<file path="config.mk">
export PLATFORM = sky130hd
export DESIGN_NAME = life_run_ctrl
export DESIGN_NICKNAME = d
export VERILOG_FILES = /design/src/rtl/life_pkg.sv /design/src/rtl/life_tick_div.sv /design/src/rtl/life_run_ctrl.sv
export SDC_FILE = /design/constraint.sdc
export NUM_CORES = 1
export LEC_CHECK = 0
export ABC_CLOCK_PERIOD_IN_PS = 3790
export CAP_MARGIN = 25
export CORE_AREA = 2 2 225 227
export CTS_CLUSTER_SIZE = 10
export DETAILED_ROUTE_END_ITERATION = 7
export DIE_AREA = 0 0 227 229
export DONT_BUFFER_PORTS = 1
export SKIP_LAST_GASP = 1
export SLEW_MARGIN = 20
export SYNTH_ARGS = -nofsm -noshare
export SYNTH_HDL_FRONTEND = slang
export SYNTH_HIERARCHICAL = 1
export SYNTH_SLANG_ARGS = --single-unit
</file>
<file path="constraint.sdc">
create_clock -name clk -period 3.79 [get_ports clk]
set_input_delay 0.379 -clock clk [delete_from_list [all_inputs] [get_ports clk]]
set_output_delay 0.379 -clock clk [all_outputs]
set_load 0.01 [all_outputs]
</file>
<file path="src/rtl/life_pkg.sv">
// Shared constants, state/halt types and the halt-check helper for the
// Game-of-Life run controller.
package life_pkg;

  localparam int GRID_N = 256;
  localparam int GEN_W  = 16;
  localparam int DIV_W  = 24;

  typedef enum logic [2:0] {
    IDLE,
    LOAD,
    RUN_WAIT,
    STEP,
    PAUSED,
    HALT
  } ctrl_state_t;

  typedef enum logic [1:0] {
    H_NONE    = 2'b00,
    H_STILL   = 2'b01,
    H_EXTINCT = 2'b10,
    H_MAX     = 2'b11
  } halt_t;

  // Extinction outranks still-life (an empty grid is trivially still).
  function automatic halt_t halt_check(input logic [GRID_N-1:0] cur,
                                       input logic [GRID_N-1:0] nxt,
                                       input logic [GEN_W-1:0]  gen,
                                       input logic [GEN_W-1:0]  lim);
    if (cur == '0) return H_EXTINCT;
    if (nxt == cur) return H_STILL;
    if ((lim != '0) && (gen == lim)) return H_MAX;
    return H_NONE;
  endfunction

  function automatic logic [GEN_W-1:0] gen_sat_inc(input logic [GEN_W-1:0] g);
    return (g == '1) ? g : g + GEN_W'(1);
  endfunction

endpackage

</file>
<file path="src/rtl/life_tick_div.sv">
// Step-rate divider: loads a reload value, counts down to zero and holds there.
module life_tick_div
  import life_pkg::*;
(
  input  logic             clk,
  input  logic             reset,
  input  logic             load_i,
  input  logic             en_i,
  input  logic [DIV_W-1:0] load_val_i,
  output logic             zero_o
);

  logic [DIV_W-1:0] cnt_q, cnt_d;

  always_comb begin
    cnt_d = cnt_q;
    if (load_i) begin
      cnt_d = load_val_i;
    end else if (en_i && (cnt_q != '0)) begin
      cnt_d = cnt_q - DIV_W'(1);
    end
  end

  always_ff @(posedge clk) begin
    if (reset) begin
      cnt_q <= '0;
    end else begin
      cnt_q <= cnt_d;
    end
  end

  assign zero_o = (cnt_q == '0);

endmodule

</file>
<file path="src/rtl/life_run_ctrl.sv">
// Run controller for the 16x16 Life datapath: seed load, clear, rate-paced
// generation strobes, pause/single-step and automatic halt detection.
//
// state    | meaning
// IDLE     | nothing loaded or just cleared; waiting for start
// LOAD     | dp_load strobe, seed enters dpgen
// RUN_WAIT | free-run, divider counting down; halt check at zero
// STEP     | dp_step strobe, one generation advances
// PAUSED   | halted by stop; step pulses advance singly
// HALT     | extinct / still-life / generation limit reached
module life_run_ctrl
  import life_pkg::*;
(
  input  logic              clk,
  input  logic              reset,
  input  logic              start,
  input  logic              stop,
  input  logic              step,
  input  logic              clear,
  input  logic              seed_load,
  input  logic [DIV_W-1:0]  rate_div,
  input  logic [GEN_W-1:0]  max_gen,
  input  logic [GRID_N-1:0] grid_cur,
  input  logic [GRID_N-1:0] grid_next,
  output logic              dp_load,
  output logic              dp_step,
  output logic              dp_clear,
  output logic [GEN_W-1:0]  gen_count,
  output logic              running,
  output logic              done,
  output logic [1:0]        halt_reason
);

  ctrl_state_t      state_q, state_d;
  halt_t            reason_q, reason_d, chk_res;
  logic [GEN_W-1:0] gen_q, gen_d;
  logic             single_q, single_d;
  logic             launch;
  logic             div_load, div_en, div_zero;
  logic             dp_load_q, dp_step_q, dp_clear_q, running_q, done_q;

  life_tick_div u_div (
    .clk       (clk),
    .reset     (reset),
    .load_i    (div_load),
    .en_i      (div_en),
    .load_val_i(rate_div),
    .zero_o    (div_zero)
  );

  assign chk_res = halt_check(grid_cur, grid_next, gen_q, max_gen);
  assign div_en  = (state_q == RUN_WAIT);

  always_comb begin
    state_d  = state_q;
    reason_d = reason_q;
    gen_d    = gen_q;
    single_d = single_q;
    launch   = 1'b0;
    if (clear) begin
      state_d  = IDLE;
      reason_d = H_NONE;
      gen_d    = '0;
      single_d = 1'b0;
    end else begin
      case (state_q)
        IDLE, HALT: launch = start && !stop;
        LOAD:       state_d = stop ? PAUSED : RUN_WAIT;
        RUN_WAIT: begin
          if (stop) begin
            state_d = PAUSED;
          end else if (div_zero) begin
            if (chk_res != H_NONE) begin
              state_d  = HALT;
              reason_d = chk_res;
            end else begin
              state_d  = STEP;
              single_d = 1'b0;
            end
          end
        end
        STEP: begin
          gen_d   = gen_sat_inc(gen_q);
          state_d = (stop || single_q) ? PAUSED : RUN_WAIT;
        end
        PAUSED: begin
          if (!stop) begin
            if (start) begin
              launch = 1'b1;
            end else if (step) begin
              if (chk_res != H_NONE) begin
                state_d  = HALT;
                reason_d = chk_res;
              end else begin
                state_d  = STEP;
                single_d = 1'b1;
              end
            end
          end
        end
        default: state_d = IDLE;
      endcase
      if (launch) begin
        if (seed_load) begin
          state_d  = LOAD;
          gen_d    = '0;
          reason_d = H_NONE;
        end else begin
          state_d = RUN_WAIT;
        end
      end
    end
  end

  // Reload on every entry so a stop discards the partial count.
  assign div_load = (state_d == RUN_WAIT) && (state_q != RUN_WAIT);

  always_ff @(posedge clk) begin
    if (reset) begin
      state_q    <= IDLE;
      reason_q   <= H_NONE;
      gen_q      <= '0;
      single_q   <= 1'b0;
      dp_load_q  <= 1'b0;
      dp_step_q  <= 1'b0;
      dp_clear_q <= 1'b0;
      running_q  <= 1'b0;
      done_q     <= 1'b0;
    end else begin
      state_q    <= state_d;
      reason_q   <= reason_d;
      gen_q      <= gen_d;
      single_q   <= single_d;
      dp_load_q  <= (state_d == LOAD);
      dp_step_q  <= (state_d == STEP);
      dp_clear_q <= clear;
      running_q  <= (state_d == RUN_WAIT) || (state_d == STEP);
      done_q     <= (state_d == HALT);
    end
  end

  assign dp_load     = dp_load_q;
  assign dp_step     = dp_step_q;
  assign dp_clear    = dp_clear_q;
  assign gen_count   = gen_q;
  assign running     = running_q;
  assign done        = done_q;
  assign halt_reason = reason_q;

endmodule

</file>
* Word-level counts from Yosys, hierarchy flattened
Cells that the tools add are included.
** Cells by class
- Reductions and logical operators :: 18
- Multiplexer cells :: 51
- Add/sub/neg operators :: 2
- Eq/ne operators :: 20
** Operators with widths (count)
- == test 256 bit :: 1
- logical NOT 256 bit :: 1
- 2-to-1 mux 16 bit :: 4
- 2-to-1 mux 24 bit :: 2
- 2-to-1 mux 2 bit :: 15
- 2-to-1 mux 3 bit :: 10
- logical NOT 24 bit :: 1
- nonzero test 24 bit :: 1
- subtractor 24 x 1 -> 24 bit (second input constant) :: 1
- adder 16 x 1 -> 16 bit (second input constant) :: 1
- == test 16 bit :: 1
- == test 16 bit (second input constant) :: 1
- 2-to-1 mux 1 bit :: 16
- nonzero test 16 bit :: 1
- case mux 3 bit (5 select lines) :: 1
- inequality test 2 bit (second input constant) :: 7
- == test 3 x 2 -> 1 bit (second input constant) :: 4
- == test 3 bit (second input constant) :: 3
- AND reduction 8 bit :: 1
- == test 3 x 1 -> 1 bit (second input constant) :: 2
- nonzero test 2 bit :: 3
- logical AND 1 bit :: 4
- case mux 1 bit (2 select lines) :: 2
- case mux 2 bit (2 select lines) :: 1
- 5 further kinds :: 7
** Word-level totals
- Logic and storage cells :: 101
- Input port bits :: 559
- Register bits after elaboration :: 51
- Output and inout port bits :: 23

* Longest topological paths before layout
Gate-level depths: netlist of the first run.
- Word-level depth :: 19
- Gate-level depth with buffers :: 17
- Gate-level depth less buffers :: 14

* Modules after synthesis
The synthesis of the first run kept the hierarchy.
** Modules (own cells, without submodules)
- life_run_ctrl :: cells an instance 614, times used 1, sequential area each 540.5 um^2, area each 4897.2 um^2
- life_tick_div :: cells an instance 176, times used 1, sequential area each 480.5 um^2, area each 1506.4 um^2

* Least setup slack after synthesis of the first run
No wires, ideal clock.
- Kind :: flip-flop to flip-flop
- Start point :: reg u_div.cnt_q[0]
- End point :: reg u_div.cnt_q[10]
- Cell stages (with the launch flop) :: 18
- Period minus slack after synthesis :: 2985 ps
- Required time :: 3653 ps
- Data arrival time :: 2848 ps
- Library setup time :: 137 ps
- Path buffers :: 3
- Path slack :: 805 ps
- Path through :: dfxtp_1 -> inv_1 -> ha_1 -> nor2b_1 -> nand4_1 -> clkbuf_1 -> nor3_1 -> or2b_2 -> o32a_1 -> nand2_1 -> a21oi_1 -> nand3_1 -> a21oi_1 -> clkbuf_1 -> clkinv_1 -> clkbuf_1 -> nor2_1 -> a211oi_2
** On the way
- Cells in the longest elaborated chain, start to end :: 9
- Elaborated cells between the ends (all ways) :: 14
- Those cells by class :: 1 x add/sub; 1 x eq/ne; 7 x mux; 5 x reduce/logical
** Ends and longest elaborated chain
- start: declaration :: RTL line life_tick_div.sv:13 : logic [DIV_W-1:0] cnt_q, cnt_d;
- start signal: assignment :: RTL line life_tick_div.sv:28 : cnt_q <= cnt_d;
- logical NOT 24 bit (*) :: RTL line life_tick_div.sv:32 : assign zero_o = (cnt_q == '0);
- via div_zero :: RTL line life_run_ctrl.sv:39 : logic div_load, div_en, div_zero;
- 2-to-1 mux 3 bit (*) :: RTL line life_run_ctrl.sv:72 : end else if (div_zero) begin
- 2-to-1 mux 3 bit (*) :: RTL line life_run_ctrl.sv:70 : if (stop) begin
- case mux 3 bit (5 select lines) (*) :: RTL line life_run_ctrl.sv:66 : case (state_q)
- 2-to-1 mux 3 bit (*) :: RTL line life_run_ctrl.sv:103 : if (launch) begin
- 2-to-1 mux 3 bit (*) :: RTL line life_run_ctrl.sv:60 : if (clear) begin
- == test 3 x 2 -> 1 bit (*) :: RTL line life_run_ctrl.sv:116 : assign div_load = (state_d == RUN_WAIT) && (state_q != RUN_WAIT);
- logical AND 1 bit (*) :: RTL line life_run_ctrl.sv:116
- via div_load :: RTL line life_run_ctrl.sv:39
- 2-to-1 mux 24 bit or nonzero test 2 bit (tied branches)
The timed path passes the listed nets; every way through them passes the cells marked *. The select of a mux whose other input is x is not followed.
A chain may end at the register's enable or synchronous reset.

* Final worst setup path of the first run
- Start point :: reg u_div.cnt_q[12]
- End point :: reg u_div.cnt_q[0]
The elaborated chain is that of the path after synthesis.

==> results.md, run 1 <==
- Critical path depth: 13
- Max-Cap Viols: 0
- Maximum vdd ir drop: 158 uV
- Internal Power: 1130 uW
- Max_slew headroom: 0.444
- Flop and latch count out of synthesis: 51
- Total detailed-routing wirelength: 60.9 mm
- Final count of negative-setup-slack endpoints: 0
- Area grow syn2layout: 19.7%
- Post-layout instance area: 7660 um2
- Initial Util: 0.129
- Count of cells along the worst register-to-register path: 13
- Number of distinct library cells after synthesis: 65
- Combined area of all synthesized cells: 6400 um2
- Setup slack on the worst flop-to-flop path: 660 ps
- Commonest cells after routing, fill and taps aside: 279 x xnor2_1, 98 x nand4_1, 92 x nor4_1, 51 x dfxtp_1, 43 x nor2_1
- Worst min path class: in -> reg
- Die outline area: 52000 um2
- CP Launch Point: u_div/cnt_q[12]
- Outcome: finished clean
- Sink Count: 51
- Accumulated negative setup slack: 0 ps
- Transition time of the tightest slew-check pin: 827 ps
- Number of pins with negative max-slew slack in the final report: 0
- Lkg Pwr: 0.00187 uW
- Wire length of the first global-routing pass: 74.1 mm
- Class of the most critical setup path: reg -> reg
- Standard cell area after detailed placement: 7510 um2
- Floorplan die width: 227 um
- Sequential Power Share: 0.348
- Number of CTS-inserted buffers: 5
- Total congestion overflow: 0
- Arrival time at the worst endpoint: 3340 ps
- Switching part of the total: 0.342
- GR Util All Layers: 0.223
- Largest delay share family, worst path: simple AND/OR/NAND/NOR gates
- Cell at the slowest stage of the critical path: nor3_1
- Number of levels the H-tree was split into: 2
- Share of layout cells above drive strength 1: 0.0973
- Most common cell after layout, fill and taps aside: xnor2_1
- Kind of start point of the critical path: register
- Crit path cell chain: nor3_1 > nand2_1 > nor3_1 > or2b_2 > o32a_1 > nand2_1 > a21oi_1 > nand3_1 > a21oi_1 > clkinv_1 > buf_12 > nor2_1 > a211oi_1
- TritonCTS clock tree: done
- PD cells: 224 nW/um2
- Global placer's final weighted congestion: 1.05
- Clk slew on worst S/H paths: 70 ps
- Final critical-path share of the clock period: 0.827
- Detail Placement HPWL: 57.5 mm
- Number of buffers inserted by port buffering: 0
- Average instance area after synthesis: 8.11 um2
- Count of buffer and inverter cells on the critical path: 2
- Syn_nets: 1352
- Clock share of power: 0.272
- Reported net switching power: 586 uW
- Most instantiated flip-flop cell in the synthesis netlist: dfxtp_1
- First-pass DRT Iterations: 5
- Number of remaining DRC errors: 0
- Number of buffers added to fix hold violations after cts: 0
- Combinational Power Share: 0.381
- CP peak stage delay: 490 ps
- Number of vias per cell: 4.63
- Initial antenna violation count: 3
- Number of DRC violations after detailed-routing iteration 0: 450
- Worst setup EP type: register
- Number of buffers on the longest clock path: 2
- Routed wirelength normalized by instance count: 40.7 um
- Post-synth EDFFs: 0
- CTS-repair resized insts: 0
- Time the final worst path needs with I/O delays and setup: 3130 ps
- Total via count in the routed design: 6929
- Fin Clk Skew: 8.05 ps
- Clock tree root driver cell: clkbuf_16
- Antenna-violating nets left: 0
- Clock latency on the worst-skew pair: 300 ps
- Cells after synthesis: 790
- Via count of the first global-routing pass: 7191
- FP Rows: 82
- Core box area: 49700 um2
- Start point of the worst min-delay path: reset
- Number of nets in the final layout: 1383
- Synth async-reset ratio: 0
- Largest net degree at the start of global routing: 31
- Number of top-level pins: 582
- Worst flop-to-flop path startpoint: u_div/cnt_q[12]
- Instance count along the most critical hold path: 1
- Unrepaired setup endpoints after global routing: false
- Number of warnings printed during yosys synthesis: 6
- Crit Path Max Fanout: 25
- Setup fix buffers added after clock tree synthesis: 0
- DIE HEIGHT: 229 um
- Crit path required time: 4000 ps
- Sequential fraction of the synthesis area: 0.159
- Max Clk Rate: 0.319 GHz
- Final count of hold timing violations: 0
==> cells in the mapped netlist, types with 2 or more instances <==
| library cell | instances | area share |
|---|---|---|
| or4_4 | 2 | 0.0035 |
| xor2_1 | 20 | 0.027 |
| nand4_1 | 98 | 0.096 |
| nor4_4 | 3 | 0.010 |
| or2b_2 | 2 | 0.0027 |
| or3b_1 | 2 | 0.0027 |
| dfxtp_1 | 51 | 0.16 |
| nand2b_1 | 2 | 0.0020 |
| a21oi_1 | 22 | 0.017 |
| ha_1 | 3 | 0.0059 |
| nor2b_1 | 5 | 0.0049 |
| nor4_2 | 2 | 0.0039 |
| a2111oi_2 | 2 | 0.0047 |
| a211oi_1 | 20 | 0.023 |
| nand2_1 | 19 | 0.011 |
| or3_2 | 2 | 0.0023 |
| o31ai_1 | 5 | 0.0059 |
| o21a_1 | 2 | 0.0023 |
| a311oi_1 | 5 | 0.0068 |
| inv_1 | 11 | 0.0064 |
| and4_1 | 2 | 0.0027 |
| o21ai_0 | 8 | 0.0063 |
| a211oi_2 | 4 | 0.0078 |
| buf_2 | 4 | 0.0031 |
| nand3_1 | 7 | 0.0055 |
| and3_1 | 7 | 0.0068 |
| nor4_1 | 92 | 0.090 |
| xnor2_1 | 279 | 0.38 |
| mux2i_1 | 2 | 0.0031 |
| nor3_1 | 12 | 0.0094 |
| clkbuf_1 | 14 | 0.0082 |
| or3_1 | 6 | 0.0059 |
| nor2_1 | 43 | 0.025 |
==> sequential cells by signal, indices dropped and copies added (netlist names) <==
signal and flops:
u_div/cnt_q 24, gen_count 16, state_q 3, halt_reason 2, done 1, dp_clear 1, dp_load 1, dp_step 1
running 1, single_q 1
==> power by group through the flow <==
stage | clock (uW) | sequential [uW] | combinational (uW)
4_1_cts | 481 | 595 | 659
6_report | 466 | 595 | 652
5_1_grt | 497 | 600 | 706
3_3_place_gp | 0 | 607 | 651
2_1_floorplan | 0 | 598 | 464
3_5_place_dp | 0 | 607 | 654
==> layout make-up <==
type / count / area [um2]
flip-flops and latches: 51 / 1020
clock buffers: 5 / 125
inverters: 12 / 45.0
multi-input cells: 707 / 5250
clock inverters: 3 / 18.8
well taps: 672 / 841
fillers: 5734 / 42000
repair buffers: 44 / 355
diodes: 3 / 7.51
==> metal layers <==
layer,part of all wire,global-route usage
met1,0.37,0.248
met4,0.042,0.0815
met3,0.11,0.0781
met2,0.48,0.389
met5,0.00015,0
==> kinds of logic after synthesis <==
group	Yosys count	synth area share
adder cells (fa/ha/maj)	3	0.00586
AO/OA/AOI/OAI	86	0.102
multiplexers	2	0.00313
buffers and inverters	32	0.0207
flip-flops	51	0.159
AND/OR/NAND/NOR	317	0.300
XOR/XNOR	299	0.409
==> worst reg2reg max path: stages, from the launching register on <==
cell      delay, ps
dfxtp_1         340
nor3_1          380
nand2_1         370
nor3_1          490
or2b_2          350
o32a_1          220
nand2_1          70
a21oi_1          90
nand3_1         100
a21oi_1          60
clkinv_1        140
buf_12          170
nor2_1           60
a211oi_1        220
==> per-stage QoR <==
| step | setup WS [ps] | cells | total power (uW) | hold slack [ps] | utilization |
|---|---|---|---|---|---|
| 2_1_floorplan | 805 | 790 | 1060 | 451 | - |
| 3_3_place_gp | 208 | 1486 | 1260 | 448 | 0.151 |
| 3_5_place_dp | 223 | 1486 | 1260 | 452 | 0.151 |
| 4_1_cts | 509 | 1494 | 1730 | 127 | 0.154 |
| 5_1_grt | 387 | 1496 | 1800 | 126 | 0.154 |
| 6_report | 657 | 1497 | 1710 | 135 | 0.154 |
==> path summary, 6_finish.rpt <==
check,to
hold / removal,dp_clear
setup reg to reg,u_div/cnt_q[0]
hold reg to reg,u_div/cnt_q[23]
setup / recovery,u_div/cnt_q[0]
(Power assumes the default switching activity.)
==> run 2: changes to the inputs <==
--- a/config.mk
+++ b/config.mk
@@ -5,7 +5,7 @@
 export SDC_FILE = /design/constraint.sdc
 export NUM_CORES = 1
 export LEC_CHECK = 0
-export ABC_CLOCK_PERIOD_IN_PS = 3790
+export ABC_CLOCK_PERIOD_IN_PS = 3160
 export CAP_MARGIN = 25
 export CORE_AREA = 2 2 225 227
 export CTS_CLUSTER_SIZE = 10
==> constraint.sdc (replaced) <==
create_clock -name clk -period 3.16 [get_ports clk]
set_input_delay 0.316 -clock clk [delete_from_list [all_inputs] [get_ports clk]]
set_output_delay 0.316 -clock clk [all_outputs]
set_load 0.01 [all_outputs]
==> run 2 against run 1 <==
- first-iteration DRC count grew 14%
- largest power group unchanged
- final area is 2.4% higher
- power is 24% higher
==> results.md, run 2 (synthesis results as in run 1) <==
- Seq. cell area: 1020 um2 (unchanged)
- Total via count in the routed design: 7106 (was 6929)
- Fill cell count: 5749 (was 5734)
- Clock share of power: 0.274 (was 0.272)
- Total congestion overflow: 0 (unchanged)
- Switching part of the total: 0.339 (was 0.342)
- Standard cell area after detailed placement: 7670 um2 (was 7510 um2)
- Post-layout instance area: 7850 um2 (was 7660 um2)
- Worst min path class: in -> reg (unchanged)
- Sink Count: 51 (unchanged)
- Number of remaining DRC errors: 0 (unchanged)
- Number of buffers added to fix hold violations after cts: 0 (unchanged)
- Final critical-path share of the clock period: 0.922
- Initial Util: 0.129 (unchanged)
- Detail Placement HPWL: 57.7 mm (was 57.5 mm)
- First-pass DRT Iterations: 5 (unchanged)
- Unrepaired setup endpoints after global routing: false (unchanged)
- Number of buffers on the longest clock path: 2 (unchanged)
- Arrival time at the worst endpoint: 3120 ps (was 3340 ps)
- Number of flip-flops under the largest register name: 24 (unchanged)
- Clock latency on the worst-skew pair: 300 ps (about the same)
- Wire length of the first global-routing pass: 75.0 mm (was 74.1 mm)
- Combinational Power Share: 0.388 (was 0.381)
- Largest net degree at the start of global routing: 31 (unchanged)
- Non-filler instance count after layout: 1520 (was 1497)
- Commonest cells after routing, fill and taps aside: 279 x xnor2_1, 98 x nand4_1, 90 x nor4_1, 65 x buf_4, 51 x dfxtp_1 (was 279 x xnor2_1, 98 x nand4_1, 92 x nor4_1, 51 x dfxtp_1, 43 x nor2_1)
- Sequential Power Share: 0.338 (was 0.348)
- Lkg Pwr: 0.00198 uW (was 0.00187 uW)
- Final count of negative-setup-slack endpoints: 0 (unchanged)
- Fin Clk Skew: 8.62 ps (was 8.05 ps)
- Share of layout cells above drive strength 1: 0.124 (was 0.0973)
- Number of DRC violations after detailed-routing iteration 0: 515 (was 450)
- Total detailed-routing wirelength: 61.1 mm (was 60.9 mm)
- Setup fix buffers added after clock tree synthesis: 0 (unchanged)
- Max_slew headroom: 0.507 (was 0.444)
- Antenna-violating nets left: 0 (unchanged)
- Reported net switching power: 717 uW (was 586 uW)
- CP Launch Point: grid_cur[207] (was u_div/cnt_q[12])
- Number of CTS-inserted buffers: 5 (unchanged)
- Number of buffers inserted by port buffering: 0 (unchanged)
- Number of vias per cell: 4.68 (was 4.63)
- Internal Power: 1400 uW (was 1130 uW)
- PD cells: 270 nW/um2 (was 224 nW/um2)
- Cells after DPL: 1508 (was 1486)
- Crit path required time: 3370 ps (was 4000 ps)
- Accumulated negative setup slack: 0 ps (unchanged)
- Core box area: 49700 um2 (unchanged)
- Floorplan die width: 227 um (unchanged)
- Most common cell after layout, fill and taps aside: xnor2_1 (unchanged)
- Max-Cap Viols: 0 (unchanged)
- Kind of start point of the critical path: input port (was register)
- Clk slew on worst S/H paths: 70 ps (about the same)
- Final count of hold timing violations: 0 (unchanged)
- Total power after layout: 2120 uW (was 1710 uW)
- Routed wirelength normalized by instance count: 40.2 um (was 40.7 um)
- Number of top-level pins: 582 (unchanged)
- Transition time of the tightest slew-check pin: 732 ps (was 827 ps)
- GR Util All Layers: 0.225 (was 0.223)
- Combined area of the multi-input logic cells: 5270 um2 (was 5250 um2)
- Start point of the worst min-delay path: reset (unchanged)
- Number of pins with negative max-slew slack in the final report: 0 (unchanged)
- Outcome: finished clean (unchanged)
- Worst hold-check slack: 77.2 ps (was 135 ps)
- Area grow syn2layout: 22.5% (was 19.7%)
- Register bank with the most flops: u_div/cnt_q (unchanged)
- Global placer's final weighted congestion: 1.05 (about the same)
- Number of nets in the final layout: 1405 (was 1383)
- Clock tree root driver cell: clkbuf_16 (unchanged)
- Max Clk Rate: 0.343 GHz
- FP Rows: 82 (unchanged)
- Time the final worst path needs with I/O delays and setup: 2910 ps
- Worst setup EP type: register (unchanged)
- TritonCTS clock tree: done (unchanged)
- Via count of the first global-routing pass: 7377 (was 7191)
- Class of the most critical setup path: in -> reg (was reg -> reg)
- Die outline area: 52000 um2 (unchanged)
- Initial antenna violation count: 5 (was 3)
- DIE HEIGHT: 229 um (unchanged)
- Worst flop-to-flop path startpoint: u_div/cnt_q[1] (was u_div/cnt_q[12])
- Crit Path Max Fanout: 25 (unchanged)
- Number of levels the H-tree was split into: 2 (unchanged)
- Maximum vdd ir drop: 222 uV (was 158 uV)
run 2: cell types whose count changed in the layout (fill, tap and decap cells not counted), sizes merged:
cell,before,now
clkbuf,5,6
buf,44,66
clkinv,3,2
diode,3,4
run 2: area by class of cell:
class                      count  area share
inverter                      12     0.00574
antenna                        4     0.00128
tap                          672       0.107
clock buffer                   6      0.0177
clock inverter                 2     0.00175
multi-input combinational    707       0.671
sequential                    51       0.130
timing repair buffer          66      0.0648
run 2: what timing repair did:
action	CTS	global route
endpoints found under the hold margin	0	0
gates resized for setup	1	1
setup endpoints to repair	19	9
run 2: critical path, stage by stage:
cell      delay (ps)
xnor2_1          500
nand4_1          190
buf_4            220
nor4_1           400
nand4_1          210
nor4_4           290
buf_4            180
a211o_2          120
a21oi_1           90
clkinv_1         140
buf_12           170
nor2_1            60
a211oi_1         220
run 2: metal layers:
metal | wire [um] | track usage | part of all wire | vias up
li1 | - | - | - | 3075
met1 | 22200 | 0.245 | 0.36 | 3528
met2 | 30300 | 0.399 | 0.50 | 438
met3 | 6980 | 0.0934 | 0.11 | 61
met4 | 1660 | 0.0566 | 0.027 | 4
met5 | 32 | 0 | 0.00052 | -
run 2: through the flow:
stage | setup WS (ps) | utilization
2_1_floorplan | 175 | -
3_3_place_gp | -268 | 0.154
3_5_place_dp | -358 | 0.154
4_1_cts | 179 | 0.158
5_1_grt | 31.1 | 0.158
6_report | 248 | 0.158
run 2: power by group through the flow:
stage	Combinational, uW	Sequential [uW]	Clock [uW]
4_1_cts	825	714	591
3_5_place_dp	819	728	0
5_1_grt	886	720	616
2_1_floorplan	557	717	0
3_3_place_gp	813	726	0
6_report	821	715	580
run 2: final timing paths:
kind	endpoint	slack [ps]	cells past startpoint
min	dp_clear	80	1
max	u_div/cnt_q[16]	250	13
min reg2reg	u_div/cnt_q[23]	550	2
max reg2reg	u_div/cnt_q[16]	260	15
==> run 3: changes to the inputs <==
--- a/config.mk
+++ b/config.mk
@@ -12,6 +12,7 @@
 export DETAILED_ROUTE_END_ITERATION = 7
 export DIE_AREA = 0 0 227 229
 export DONT_BUFFER_PORTS = 1
+export PLACE_DENSITY = 0.32
 export SKIP_LAST_GASP = 1
 export SLEW_MARGIN = 20
 export SYNTH_ARGS = -nofsm -noshare
==> run 3 against run 2 <==
- final area rose by 1.9%
- setup slack got worse by 15 ps
- largest power group unchanged
- count of clock-buffer cells in the layout did not move
- wire length fell by 1.2%
- non-clock buffer count rose by 16
==> results.md, run 3 (synthesis results as in run 1) <==
- Class of the most critical setup path: in -> reg (unchanged)
- Worst min path class: in -> reg (unchanged)
- Final count of hold timing violations: 0 (unchanged)
- Total detailed-routing wirelength: 60.4 mm (was 61.1 mm)
- Standard cell area after detailed placement: 7790 um2 (was 7670 um2)
- Number of buffers inserted by port buffering: 0 (unchanged)
- CP peak stage delay: 610 ps (was 500 ps)
- Lkg Pwr: 0.00209 uW (was 0.00198 uW)
- Switching part of the total: 0.338 (was 0.339)
- Number of nets in the final layout: 1421 (was 1405)
- Clock share of power: 0.295 (was 0.274)
- Largest net degree at the start of global routing: 31 (unchanged)
- Kind of start point of the critical path: input port (unchanged)
- DIE HEIGHT: 229 um (unchanged)
- Via count of the first global-routing pass: 7430 (was 7377)
- Post-layout instance area: 8000 um2 (was 7850 um2)
- Number of DRC violations after detailed-routing iteration 0: 365 (was 515)
- Unrepaired setup endpoints after global routing: false (unchanged)
- Max-Cap Viols: 0 (unchanged)
- Crit path required time: 3370 ps (about the same)
- Register bank with the most flops: u_div/cnt_q (unchanged)
- PD cells: 282 nW/um2 (was 270 nW/um2)
- FP Rows: 82 (unchanged)
- GR Util All Layers: 0.222 (was 0.225)
- Wire length of the first global-routing pass: 74.4 mm (was 75.0 mm)
- Combinational Power Share: 0.390 (was 0.388)
- Time the final worst path needs with I/O delays and setup: 2930 ps (was 2910 ps)
- Total via count in the routed design: 6912 (was 7106)
- Detail Placement HPWL: 56.6 mm (was 57.7 mm)
- Reported net switching power: 761 uW (was 717 uW)
- Final count of negative-setup-slack endpoints: 0 (unchanged)
- Clock tree root driver cell: clkbuf_16 (unchanged)
- Crit path cell chain: nor4_1 > buf_4 > nand4_1 > nor4_1 > nand4_1 > buf_4 > o31ai_2 > a211o_2 > a21oi_1 > inv_2 > buf_12 > nor2_1 > a211oi_1 (was xnor2_1 > nand4_1 > buf_4 > nor4_1 > nand4_1 > nor4_4 > buf_4 > a211o_2 > a21oi_1 > clkinv_1 > buf_12 > nor2_1 > a211oi_1)
- Share of layout cells above drive strength 1: 0.142 (was 0.124)
- Number of flip-flops under the largest register name: 24 (unchanged)
- TritonCTS clock tree: done (unchanged)
- Number of buffers on the longest clock path: 2 (unchanged)
- Routed wirelength normalized by instance count: 39.3 um (was 40.2 um)
- Arrival time at the worst endpoint: 3140 ps (was 3120 ps)
- Number of buffers added to fix hold violations after cts: 0 (unchanged)
- Initial Util: 0.129 (unchanged)
- Max Clk Rate: 0.342 GHz (was 0.343 GHz)
- Core box area: 49700 um2 (unchanged)
- Number of top-level pins: 582 (unchanged)
- Max_slew headroom: 0.541 (was 0.507)
- Final Util: 0.161 (was 0.158)
- Crit Path Max Fanout: 21 (was 25)
- Number of remaining DRC errors: 0 (unchanged)
- Sink Count: 51 (unchanged)
- Most common cell after layout, fill and taps aside: xnor2_1 (unchanged)
- Outcome: finished clean (unchanged)
- Die outline area: 52000 um2 (unchanged)
- Maximum vdd ir drop: 278 uV (was 222 uV)
- Worst setup EP type: register (unchanged)
- Number of CTS-inserted buffers: 5 (unchanged)
- Fin Clk Skew: 2.97 ps (was 8.62 ps)
- Sequential Power Share: 0.315 (was 0.338)
- Cell at the slowest stage of the critical path: nor4_1 (was xnor2_1)
- Initial antenna violation count: 8 (was 5)
- Transition time of the tightest slew-check pin: 682 ps (was 732 ps)
- Area grow syn2layout: 24.9% (was 22.5%)
- Internal Power: 1490 uW (was 1400 uW)
- Final critical-path share of the clock period: 0.926 (was 0.922)
- Commonest cells after routing, fill and taps aside: 279 x xnor2_1, 98 x nand4_1, 90 x nor4_1, 79 x buf_4, 51 x dfxtp_1 (was 279 x xnor2_1, 98 x nand4_1, 90 x nor4_1, 65 x buf_4, 51 x dfxtp_1)
- Number of pins with negative max-slew slack in the final report: 0 (unchanged)
- Floorplan die width: 227 um (unchanged)
- Number of vias per cell: 4.50 (was 4.68)
- First-pass DRT Iterations: 4 (was 5)
- Global placer's final weighted congestion: 1.07 (was 1.05)
- Total congestion overflow: 0 (unchanged)
- Clock latency on the worst-skew pair: 300 ps (about the same)
- Antenna-violating nets left: 0 (unchanged)
- Number of levels the H-tree was split into: 2 (unchanged)
- Clk slew on worst S/H paths: 70 ps (about the same)
run 3: cell types whose count changed in the layout (fill, tap and decap cells not counted), sizes merged:
cell and change:
buf +16, clkinv -1, bufinv +1
run 3: what timing repair did:
action | CTS | global route
gates resized for setup | 1 | 3
setup endpoints to repair | 21 | 21
buffers inserted | 0 | 0
hold endpoints to repair | 0 | 0
run 3: path summary, 6_finish.rpt:
| check | from | to | slack [ps] | cells after the start |
|---|---|---|---|---|
| hold / removal | reset | dp_clear | 70 | 1 |
| setup / recovery | grid_cur[71] | u_div/cnt_q[18] | 230 | 13 |
| hold reg to reg | u_div/cnt_q[23] | u_div/cnt_q[23] | 520 | 2 |
| setup reg to reg | u_div/cnt_q[2] | u_div/cnt_q[18] | 330 | 13 |
run 3: metrics by stage:
step | instances | setup TNS (ps) | hold slack, ps | setup WS, ps | power, uW
after floorplan | 790 | 0 | 388 | 175 | 1270
after global placement | 1523 | -12850 | 392 | -542 | 1610
after detailed placement | 1524 | -7980 | 393 | -390 | 1610
after CTS | 1532 | 0 | 56.8 | 124 | 2300
after global routing | 1532 | 0 | 61.4 | 36.6 | 2370
final | 1536 | 0 | 71.6 | 233 | 2250
run 3: area by class of cell:
class | instances | area, um2
fill | 5749 | 41700
sequential | 51 | 1020
antenna | 4 | 10.0
tap | 672 | 841
timing repair buffer | 82 | 638
inverter | 12 | 45.0
clock inverter | 2 | 35.0
multi-input combinational | 707 | 5270
clock buffer | 6 | 139
run 3: critical path, delay by kind of cell:
| kind | cells | cell delay, ps |
|---|---|---|
| and+or+nand+nor | 5 | 1490 |
| buffers and inverters | 4 | 740 |
| AOI/OAI and AO/OA | 4 | 560 |
run 3: per-layer routing:
| metal | wire length, um | global-route usage |
|---|---|---|
| met3 | 5910 | 0.0767 |
| met2 | 30400 | 0.401 |
| met1 | 23000 | 0.251 |
| met5 | 22 | 0 |
| met4 | 1100 | 0.0462 |
run 3: power groups by stage:
stage	Sequential, uW	Clock, uW	Combinational, uW
floorplan	717	0	557
global placement	724	0	888
detailed placement	724	0	884
CTS	709	705	889
global route	715	714	944
finish	709	665	878
